--- src/rtl/exposure_timer_ctrl_pkg.sv ---
// Shared timing definitions for the camera exposure path: FSM encoding, widths,
// exposure range defaults and button auto-repeat delays.
package camera_timing_pkg;

    typedef enum logic [1:0] {
        IDLE     = 2'b00,
        EXP_CNT  = 2'b01,
        READ_CNT = 2'b10
    } state_t;

    localparam int EXP_W = 5;

    localparam int EXP_MIN_DEF  = 2;
    localparam int EXP_MAX_DEF  = 30;
    localparam int EXP_INIT_DEF = 15;

    localparam int REPEAT_DELAY_MS = 500;
    localparam int REPEAT_RATE_MS  = 100;

    // Counter width able to hold 0..n-1, never narrower than one bit.
    function automatic int cnt_width(input int n);
        return (n > 1) ? $clog2(n) : 1;
    endfunction

endpackage

--- src/rtl/exposure_timer_ctrl_if.sv ---
// Button, start-pulse and status signals between the exposure-control FSM side
// and the exposure timer block.
interface exposure_timer_ctrl_if;
    import camera_timing_pkg::*;

    logic             Exp_increase;
    logic             Exp_decrease;
    logic             Timer_start;
    logic             Read_start;
    logic             Ovf5;
    logic             Ovf4;
    logic             Busy;
    logic [EXP_W-1:0] Exp_time;

    modport master (
        output Exp_increase, Exp_decrease, Timer_start, Read_start,
        input  Ovf5, Ovf4, Busy, Exp_time
    );

    modport slave (
        input  Exp_increase, Exp_decrease, Timer_start, Read_start,
        output Ovf5, Ovf4, Busy, Exp_time
    );

endinterface

--- src/rtl/exposure_timer_ctrl_btn_edge_det.sv ---
// Rising-edge step generator for one exposure button; with EXP_AUTOREPEAT_EN
// defined it also issues repeat steps while the button stays held.
module btn_edge_det
    import camera_timing_pkg::*;
(
    input  logic Clk,
    input  logic Reset,
    input  logic btn,
`ifdef EXP_AUTOREPEAT_EN
    input  logic ms_tick,
    input  logic hold_en,
`endif
    output logic step
);

    logic level_q;
    logic level_d;
    logic edge_pulse;

    assign level_d    = btn;
    assign edge_pulse = btn & ~level_q;

    always_ff @(posedge Clk) begin
        if (Reset) begin
            level_q <= 1'b0;
        end else begin
            level_q <= level_d;
        end
    end

`ifdef EXP_AUTOREPEAT_EN
    localparam int HOLD_W = cnt_width(REPEAT_DELAY_MS);

    logic [HOLD_W-1:0] hold_cnt_q;
    logic [HOLD_W-1:0] hold_cnt_d;
    logic              repeat_pulse;

    // After the first repeat the counter restarts part-way so later repeats
    // come every REPEAT_RATE_MS instead of REPEAT_DELAY_MS.
    always_comb begin
        hold_cnt_d   = hold_cnt_q;
        repeat_pulse = 1'b0;
        if (!(btn && hold_en)) begin
            hold_cnt_d = '0;
        end else if (ms_tick) begin
            if (hold_cnt_q == HOLD_W'(REPEAT_DELAY_MS - 1)) begin
                repeat_pulse = 1'b1;
                hold_cnt_d   = HOLD_W'(REPEAT_DELAY_MS - REPEAT_RATE_MS);
            end else begin
                hold_cnt_d = hold_cnt_q + 1'b1;
            end
        end
    end

    always_ff @(posedge Clk) begin
        if (Reset) begin
            hold_cnt_q <= '0;
        end else begin
            hold_cnt_q <= hold_cnt_d;
        end
    end

    assign step = edge_pulse | repeat_pulse;
`else
    assign step = edge_pulse;
`endif

endmodule

--- src/rtl/exposure_timer_ctrl.sv ---
// Exposure-time setting plus exposure (Ovf5) and readout-step (Ovf4) timers.
// Optional button auto-repeat is enabled by defining EXP_AUTOREPEAT_EN.
module exposure_timer_ctrl
    import camera_timing_pkg::*;
#(
    parameter int CLK_PER_MS  = 1000,
    parameter int EXP_MIN     = EXP_MIN_DEF,
    parameter int EXP_MAX     = EXP_MAX_DEF,
    parameter int EXP_INIT    = EXP_INIT_DEF,
    parameter int READ_CYCLES = 4
) (
    input  logic                  Clk,
    input  logic                  Reset,
    exposure_timer_ctrl_if.slave  bus
);

    localparam int PS_W = cnt_width(CLK_PER_MS);
    localparam int RD_W = cnt_width(READ_CYCLES);

    state_t           state_q, state_d;
    logic [PS_W-1:0]  presc_q, presc_d;
    logic [EXP_W-1:0] exp_cnt_q, exp_cnt_d;
    logic [RD_W-1:0]  rd_cnt_q, rd_cnt_d;
    logic [EXP_W-1:0] exp_time_q, exp_time_d;
    logic             ovf5_q, ovf5_d;
    logic             ovf4_q, ovf4_d;

    logic             ms_tick;
    logic [1:0]       btn_lvl;
    logic [1:0]       btn_step;

    assign ms_tick = (presc_q == PS_W'(CLK_PER_MS - 1));
    assign btn_lvl = {bus.Exp_decrease, bus.Exp_increase};

`ifdef EXP_AUTOREPEAT_EN
    logic hold_en;
    assign hold_en = (state_q == IDLE) && !(&btn_lvl);
`endif

    // Index 0 is the increase button, index 1 the decrease button.
    genvar gi;
    generate
        for (gi = 0; gi < 2; gi++) begin : g_btn
            btn_edge_det u_det (
                .Clk     (Clk),
                .Reset   (Reset),
                .btn     (btn_lvl[gi]),
`ifdef EXP_AUTOREPEAT_EN
                .ms_tick (ms_tick),
                .hold_en (hold_en),
`endif
                .step    (btn_step[gi])
            );
        end
    endgenerate

    always_comb begin
        state_d   = state_q;
        exp_cnt_d = exp_cnt_q;
        rd_cnt_d  = rd_cnt_q;
        ovf5_d    = 1'b0;
        ovf4_d    = 1'b0;
        presc_d   = ms_tick ? '0 : presc_q + 1'b1;

        unique case (state_q)
            IDLE: begin
                if (bus.Timer_start) begin
                    state_d   = EXP_CNT;
                    exp_cnt_d = exp_time_q;
                    presc_d   = '0;
                end else if (bus.Read_start) begin
                    state_d  = READ_CNT;
                    rd_cnt_d = RD_W'(READ_CYCLES - 1);
                end
            end
            EXP_CNT: begin
                if (ms_tick) begin
                    if (exp_cnt_q == EXP_W'(1)) begin
                        ovf5_d  = 1'b1;
                        state_d = IDLE;
                    end else begin
                        exp_cnt_d = exp_cnt_q - 1'b1;
                    end
                end
            end
            READ_CNT: begin
                if (rd_cnt_q == '0) begin
                    ovf4_d  = 1'b1;
                    state_d = IDLE;
                end else begin
                    rd_cnt_d = rd_cnt_q - 1'b1;
                end
            end
            default: state_d = IDLE;
        endcase
    end

    // Setting changes only in IDLE; opposing steps in one cycle cancel.
    always_comb begin
        exp_time_d = exp_time_q;
        if (state_q == IDLE) begin
            if (btn_step[0] && !btn_step[1] && (exp_time_q < EXP_W'(EXP_MAX))) begin
                exp_time_d = exp_time_q + 1'b1;
            end else if (btn_step[1] && !btn_step[0] && (exp_time_q > EXP_W'(EXP_MIN))) begin
                exp_time_d = exp_time_q - 1'b1;
            end
        end
    end

    always_ff @(posedge Clk) begin
        if (Reset) begin
            state_q    <= IDLE;
            presc_q    <= '0;
            exp_cnt_q  <= '0;
            rd_cnt_q   <= '0;
            exp_time_q <= EXP_W'(EXP_INIT);
            ovf5_q     <= 1'b0;
            ovf4_q     <= 1'b0;
        end else begin
            state_q    <= state_d;
            presc_q    <= presc_d;
            exp_cnt_q  <= exp_cnt_d;
            rd_cnt_q   <= rd_cnt_d;
            exp_time_q <= exp_time_d;
            ovf5_q     <= ovf5_d;
            ovf4_q     <= ovf4_d;
        end
    end

    assign bus.Ovf5     = ovf5_q;
    assign bus.Ovf4     = ovf4_q;
    assign bus.Busy     = (state_q != IDLE);
    assign bus.Exp_time = exp_time_q;

endmodule

--- src/flat_wrapper.sv ---
// flat-port wrapper written by rule: the top's interface ports become plain ports
module exposure_timer_ctrl_flat import camera_timing_pkg::*;
#(
    parameter int CLK_PER_MS  = 1000,
    parameter int EXP_MIN     = EXP_MIN_DEF,
    parameter int EXP_MAX     = EXP_MAX_DEF,
    parameter int EXP_INIT    = EXP_INIT_DEF,
    parameter int READ_CYCLES = 4
)
  (Clk, Reset, bus_Exp_increase, bus_Exp_decrease, bus_Timer_start, bus_Read_start, bus_Ovf5, bus_Ovf4, bus_Busy, bus_Exp_time);
  exposure_timer_ctrl_if bus_i ();
  input  logic Clk;
  input  logic Reset;
  input wire logic [$bits(bus_i.Exp_increase)-1:0] bus_Exp_increase;
  input wire logic [$bits(bus_i.Exp_decrease)-1:0] bus_Exp_decrease;
  input wire logic [$bits(bus_i.Timer_start)-1:0] bus_Timer_start;
  input wire logic [$bits(bus_i.Read_start)-1:0] bus_Read_start;
  output wire logic [$bits(bus_i.Ovf5)-1:0] bus_Ovf5;
  output wire logic [$bits(bus_i.Ovf4)-1:0] bus_Ovf4;
  output wire logic [$bits(bus_i.Busy)-1:0] bus_Busy;
  output wire logic [$bits(bus_i.Exp_time)-1:0] bus_Exp_time;
  assign bus_i.Exp_increase = bus_Exp_increase;
  assign bus_i.Exp_decrease = bus_Exp_decrease;
  assign bus_i.Timer_start = bus_Timer_start;
  assign bus_i.Read_start = bus_Read_start;
  assign bus_Ovf5 = bus_i.Ovf5;
  assign bus_Ovf4 = bus_i.Ovf4;
  assign bus_Busy = bus_i.Busy;
  assign bus_Exp_time = bus_i.Exp_time;
  exposure_timer_ctrl #(.CLK_PER_MS(CLK_PER_MS), .EXP_MIN(EXP_MIN), .EXP_MAX(EXP_MAX), .EXP_INIT(EXP_INIT), .READ_CYCLES(READ_CYCLES)) u_core (.Clk(Clk), .Reset(Reset), .bus(bus_i));
endmodule
--- config.mk ---
export PLATFORM = sky130hd
export DESIGN_NAME = exposure_timer_ctrl_flat
export DESIGN_NICKNAME = d
export VERILOG_FILES = /design/src/rtl/exposure_timer_ctrl_pkg.sv /design/src/rtl/exposure_timer_ctrl_if.sv /design/src/rtl/exposure_timer_ctrl_btn_edge_det.sv /design/src/rtl/exposure_timer_ctrl.sv /design/src/flat_wrapper.sv
export SDC_FILE = /design/constraint.sdc
export NUM_CORES = 1
export LEC_CHECK = 0
export ABC_AREA = 1
export CORE_ASPECT_RATIO = 0.9
export CORE_MARGIN = 3
export CORE_UTILIZATION = 66
export DETAILED_ROUTE_END_ITERATION = 6
export DONT_BUFFER_PORTS = 1
export PLACE_DENSITY = 0.8
export RECOVER_POWER = 100
export SYNTH_ARGS = -nofsm -noshare
export SYNTH_HDL_FRONTEND = slang
export SYNTH_SLANG_ARGS = --single-unit
--- constraint.sdc ---
create_clock -name Clk -period 3.4 [get_ports Clk]
set_input_delay 0.68 -clock Clk [delete_from_list [all_inputs] [get_ports Clk]]
set_output_delay 0.68 -clock Clk [all_outputs]
set_load 0.01 [all_outputs]
=== After elaboration in Yosys (flattened, before gate mapping) ===
Index checks and enable logic that the tools add are counted.

* Register bits after elaboration: 28
* Bits of input ports: 6
* Output and inout port bits: 8
* Word-level logic and storage cells: 75

* Add/sub/neg operators: 5
* $lt $le $gt $ge: 2
* Eq/ne operators: 13
* Muxes and demuxes: 21
* Bitwise logic cells: 7
* Reductions and logical operators: 18

{| class="wikitable"
|+ Operators by type and width
! operator !! count
|-
| 10-bit two-way mux || 3
|-
| 5-bit two-way mux || 5
|-
| 2-bit two-way mux || 8
|-
| 4-bit AND reduction || 3
|-
| 10-bit by 1-bit adder with 10-bit output (second input constant) || 1
|-
| 10-bit == test (second input constant) || 1
|-
| 2-bit != test (second input constant) || 5
|-
| 5-bit case mux with 2 select lines || 1
|-
| 5-bit by 1-bit subtractor with 5-bit output (second input constant) || 2
|-
| 2-bit nonzero test || 4
|-
| 2-bit by 1-bit != test with 1-bit output (second input constant) || 3
|-
| 2-bit case mux with 3 select lines || 1
|-
| 5-bit by 1-bit adder with 5-bit output (second input constant) || 1
|-
| 5-bit by 1-bit == test with 1-bit output (second input constant) || 1
|-
| 5-bit by 2-bit > comparator with 1-bit output (second input constant) || 1
|-
| 5-bit < comparator (second input constant) || 1
|-
| 1-bit NOT || 5
|-
| 1-bit logical AND || 4
|-
| 2-bit logical NOT || 2
|-
| 2-bit case mux with 2 select lines || 1
|-
| 3-bit != test (second input constant) || 1
|-
| 3-bit OR reduction || 1
|-
| 1-bit bitwise AND || 2
|-
| 2-bit by 1-bit == test with 1-bit output (second input constant) || 1
|-
| 6 further kinds || 8
|}

=== Logic depth before layout (Yosys ltp) ===
* Depth in word-level cells: 7
* Mapped depth: 15
* Depth with buffers taken out: 15

=== Modules after synthesis ===
From an unflattened synthesis, not the netlist that was laid out.

* Cells, all modules: 226
* Area total of the unflattened synthesis: 1,577.8 um2

{| class="wikitable"
|+ Modules (own cells, without submodules)
! module !! times used !! cells an instance !! area an instance (um2) !! seq. area each (um2)
|-
| exposure_timer_ctrl || 1 || 218 || 1,515.2 || 520.5
|-
| btn_edge_det || 2 || 4 || 31.3 || 20.0
|}

=== Worst setup path after synthesis ===
No wires, ideal clock.

* Path kind: input to register
* Start point: input port bus_Exp_decrease
* End point: register u_core.exp_time_q[4] (netlist: u_core.bus.Exp_time[4])
* Setup time: 0.113 ns
* Arrival: 1.825 ns
* Required time: 3.287 ns
* Slack: 1.462 ns
* Stages: 15
* Path buffers: 0
* Path through: inv_1 nor2_1 nor2_1 nand2_2 ha_1 nand2_1 nand2_1 inv_1 nand2_1 nand2_1 nand2_1 nor2_1 nand2_1 nand2_1 nor2_1

* Longest elaborated chain between the ends: 6
* Elaborated cells between the ends (all ways): 9
* Classes of those cells: 1 x mux; 1 x bitwise; 7 x reduce/logical

{| class="wikitable"
|+ Ends and longest elaborated chain
! element !! RTL line !! RTL
|-
| start, declared || flat_wrapper.sv:15 || <nowiki>input wire logic [$bits(bus_i.Exp_decrease)-1:0] bus_Exp_decrease;</nowiki>
|-
| 1-bit bitwise AND * || exposure_timer_ctrl_btn_edge_det.sv:21 || <nowiki>assign edge_pulse = btn & ~level_q;</nowiki>
|-
| 1-bit logical NOT || exposure_timer_ctrl.sv:102 || <nowiki>if (btn_step[0] && !btn_step[1] && (exp_time_q < EXP_W'(EXP_MAX))) begin</nowiki>
|-
| 1-bit logical AND (2 in series) || exposure_timer_ctrl.sv:102 ||
|-
| 2-bit nonzero test (no source line) || - ||
|-
| 2-bit AND reduction (no source line) || - ||
|-
| end signal, assigned || exposure_timer_ctrl.sv:116 || <nowiki>exp_time_q <= EXP_W'(EXP_INIT);</nowiki>
|-
| end signal, assigned || exposure_timer_ctrl.sv:124 || <nowiki>exp_time_q <= exp_time_d;</nowiki>
|-
| end, declared || exposure_timer_ctrl.sv:24 || <nowiki>logic [EXP_W-1:0] exp_time_q, exp_time_d;</nowiki>
|}

Every way passes the cells marked *; elsewhere a longest branch is shown, timed or not.
A chain may end at the register's enable or synchronous reset.

=== Worst setup path after layout ===
* Start point: register u_core.exp_time_q[1] (netlist: u_core.bus.Exp_time[1])
* End point: register u_core.exp_time_q[4] (netlist: u_core.bus.Exp_time[4])

* Longest elaborated chain between the ends: 4
* Elaborated cells between the ends (all ways): 10
* Classes of those cells: 2 x add/sub; 2 x order compare; 2 x mux; 4 x reduce/logical

{| class="wikitable"
|+ Ends and longest elaborated chain
! element !! RTL line
|-
| 5-bit by 2-bit > comparator with 1-bit output or 5-bit < comparator (tied branches) || exposure_timer_ctrl.sv:104, exposure_timer_ctrl.sv:102
|-
| 1-bit logical AND, on equally long branches || exposure_timer_ctrl.sv:104, exposure_timer_ctrl.sv:102
|-
| 2-bit nonzero test (no source line) || -
|-
| 2-bit AND reduction (no source line) || -
|}

Several ways; a longest one is shown, not always the timed one. The select of a mux whose other input is x is not followed.

==> flow_summary.toml <==
[global_route]
grt_max_degree = 17
grt_pass1_vias = 1269
grt_overflow = 0
grt_pass1_wl_um = 5430
track_usage = 0.237
grt_antenna_before_repair = 0

[floorplan]
dieArea_um2 = 2930
core_area_um2 = 2050
die_h_um = 51.6
row_count = 15
io_pins = 14
start_util = 0.747
die_w_um = 56.7

[layout]
area_growth_pct = 3.11
nets = 239
antenna_cells = 0
drive_gt1_frac = 0.0625
fin_cells = 249

[setup_path]
path_cells = "nand2_1 > nor2_1 > nor2_1 > fa_1 > inv_1 > a21oi_1 > nand2_1 > nand2_1 > nor2_1 > nand2_1 > nand2_1 > nor2_1"
criticalPathCategory = "reg -> reg"
ff2ff_path_depth = 12
timing.rr.start = "u_core.bus.Exp_time[1]"
critPathMaxFanout = 7
reg2reg_to = "u_core.bus.Exp_time[4]"
worst_ep_required_time_ns = 3.67
cp_common_cell = "nand2_1"
slowest_stage = "dfxtp_1"
end_kind = "flop"
crit_arrival_ns = 2.32
worst_setup_path_start_kind = "flop"
regToRegSetupSlack_ns = 1.34
slowest_delay_ns = 0.55

[timing]
tightest_slew_ns = 0.390
fmax_mhz = 486
setup_viol = 0
fin_skew_ns = 0.00490
tns_ns = 0
slew_viol_final = 0
min_period_ns = 2.06
finalHoldViolations = 0
rsz0062_at_grt = "false"
finalCritPeriodShare = 0.606
maxSlewHeadroom = 0.740

[placed_design]
place_hpwl_um = 2360
dp.cells = 245
portBuffers = 0
routabilityCongestion = 0.853

[synth]
synth-seq-cells = 28
syn_area_per_cell_um2 = 6.88
synth_commonest_cells = "nand2_1 (49), nor2_1 (41), inv_1 (33)"
ys_warn_count = 0
ys.flop_type = "dfxtp_1"
seq_area_frac_synth = 0.367
synth_fp_nets = 236
syn_inst = 222
netlist_area_um2 = 1530
synth_top_area_frac = 0.367
async_flop_share = 0
synth_edf_count = 0
synth_cell_type_count = 29
yosys.area.top_type = "dfxtp_1"
synthMostInstantiatedCell = "nand2_1"
synth_area_leaders = "dfxtp_1 (37%), nand2_1 (12%), nor2_1 (10%)"

[detailed_routing]
first_pass_iters = 4
wl_per_cell_um = 12.8
viasPerCell = 5.45
drc_errors = 0
ant_nets = 0
drtIter0Drc = 88
num_vias = 1357
drt_wl_total_um = 3200

[clock_tree]
post-cts-setup-buffers = 0
cts_hold_buf = 0
clkTransAtPathRegs_ns = 0.16
root_buffer = "clkbuf_4"
cts_sinks = 28
cts.repair.resized = 0
insertion_delay_ns = 0.34
numCtsBuffers = 3
cts_tree = "yes"
clock_path_buffers = 2
htreeDepth = 1

[run_status]
status = "complete, no violations"

[min_path]
hp-start = "Reset"
hold_end = "u_core.g_btn[1].u_det.level_q"
holdCritPathClass = "in -> reg"
hold_depth = 1

[job]
drv_cap = 0

[pwr]
power_density_nw_per_um2 = 538
power_frac_clock = 0.266
power.switching_w = 0.000289
p_int_w = 0.000558
seq_power_share = 0.471
switching_share = 0.342
p_leak_nw = 0.769
pwr-share-comb = 0.263
ir_drop_mv = 0.471
==> worst max-delay path, delay by kind of cell (launching register included) <==
kind	cells	cell delay, ns
fa+ha+maj	1	0.37
compound gates	1	0.09
buf+inv	1	0.14
flops	1	0.55
simple gates	9	0.84
==> through the flow <==
step | hold WS (ns) | instance area (um^2) | worst slack (ns) | total power, W | utilization
2_1_floorplan | 0.418 | 1530 | 1.46 | 0.000583 | -
3_3_place_gp | 0.426 | 1550 | 1.40 | 0.000614 | 0.758
3_5_place_dp | 0.445 | 1550 | 1.28 | 0.000630 | 0.758
4_1_cts | 0.372 | 1600 | 1.41 | 0.000853 | 0.783
5_1_grt | 0.369 | 1580 | 1.19 | 0.000899 | 0.770
6_report | 0.377 | 1580 | 1.34 | 0.000847 | 0.770
==> area by class of cell <==
type / instances / area (um^2)
clock buffers: 3 / 22.5
clock inverters: 1 / 30.0
fillers: 162 / 470
inverters: 36 / 135
multi-input cells: 156 / 796
flip-flops and latches: 28 / 561
well taps: 25 / 31.3
==> flip-flops by register name, indices dropped and copies added (netlist names) <==
signal and count:
u_core.bus.Ovf5 1, u_core.bus.Exp_time 5, u_core.presc_q 10, u_core.g_btn.u_det.level_q 2
u_core.bus.Ovf4 1, u_core.state_q 2, u_core.rd_cnt_q 2, u_core.exp_cnt_q 5
==> power groups by stage <==
stage	clock, W	combinational [W]	sequential, W
after detailed placement	0	0.000224	0.000406
after floorplan	0	0.000187	0.000396
after global placement	0	0.000210	0.000403
final	0.000225	0.000223	0.000399
after CTS	0.000226	0.000228	0.000399
after global routing	0.000239	0.000256	0.000403
==> cells in the final DEF, fill, tap and decap left out <==
| cell | synthesis | layout |
|---|---|---|
| a21oi_1 | 8 | 10 |
| a21oi_2 | 3 | 1 |
| a31oi_1 | 2 | 2 |
| bufinv_16 | 0 | 1 |
| clkbuf_4 | 0 | 3 |
| dfxtp_1 | 28 | 28 |
| fa_1 | 1 | 1 |
| ha_1 | 7 | 7 |
| inv_1 | 33 | 34 |
| inv_2 | 3 | 2 |
| nand2_1 | 49 | 51 |
| nand2_2 | 2 | 1 |
| nand2_4 | 2 | 1 |
| nand3_1 | 8 | 9 |
| nand4_2 | 1 | 1 |
| nor2_1 | 41 | 43 |
| nor2_4 | 1 | 1 |
| nor3_1 | 2 | 2 |
| nor3_2 | 2 | 2 |
| nor3b_1 | 1 | 1 |
| nor4_1 | 1 | 1 |
| o211ai_1 | 2 | 2 |
| o21a_1 | 1 | 1 |
| o21ai_0 | 13 | 13 |
| o21ai_1 | 1 | 1 |
| or2_2 | 1 | 1 |
| xor2_1 | 4 | 4 |
==> layer usage <==
layer	GRT usage	wire [um]	vias to the layer above
met5	0	0	-
met4	0.0870	84	0
met3	0.0645	187	9
met2	0.406	1460	42
met1	0.285	1470	610
li1	-	-	696
==> cell families (layout without fill, tap and decap cells) <==
logic type / count (synthesis) / in the layout / synth area share
simple gates: 114 / 114 / 0.333
buf+inv: 38 / 40 / 0.0942
flops: 28 / 28 / 0.367
xor+xnor: 4 / 4 / 0.0229
fa+ha+maj: 8 / 8 / 0.0704
compound gates: 30 / 30 / 0.112
==> worst max path at each step <==
stage                                 startpoint                      to  cells after the start  slack (ns)
after floorplan                 bus_Exp_decrease  u_core.bus.Exp_time[4]                     15        1.46
after global placement          bus_Exp_decrease  u_core.bus.Exp_time[4]                     15        1.40
after detailed placement        bus_Exp_decrease  u_core.bus.Exp_time[4]                     15        1.28
after CTS                 u_core.bus.Exp_time[1]  u_core.bus.Exp_time[4]                     12        1.41
after global routing      u_core.bus.Exp_time[1]  u_core.bus.Exp_time[4]                     15        1.19
final                     u_core.bus.Exp_time[1]  u_core.bus.Exp_time[4]                     12        1.34
Power figures use the tool's default switching activity.
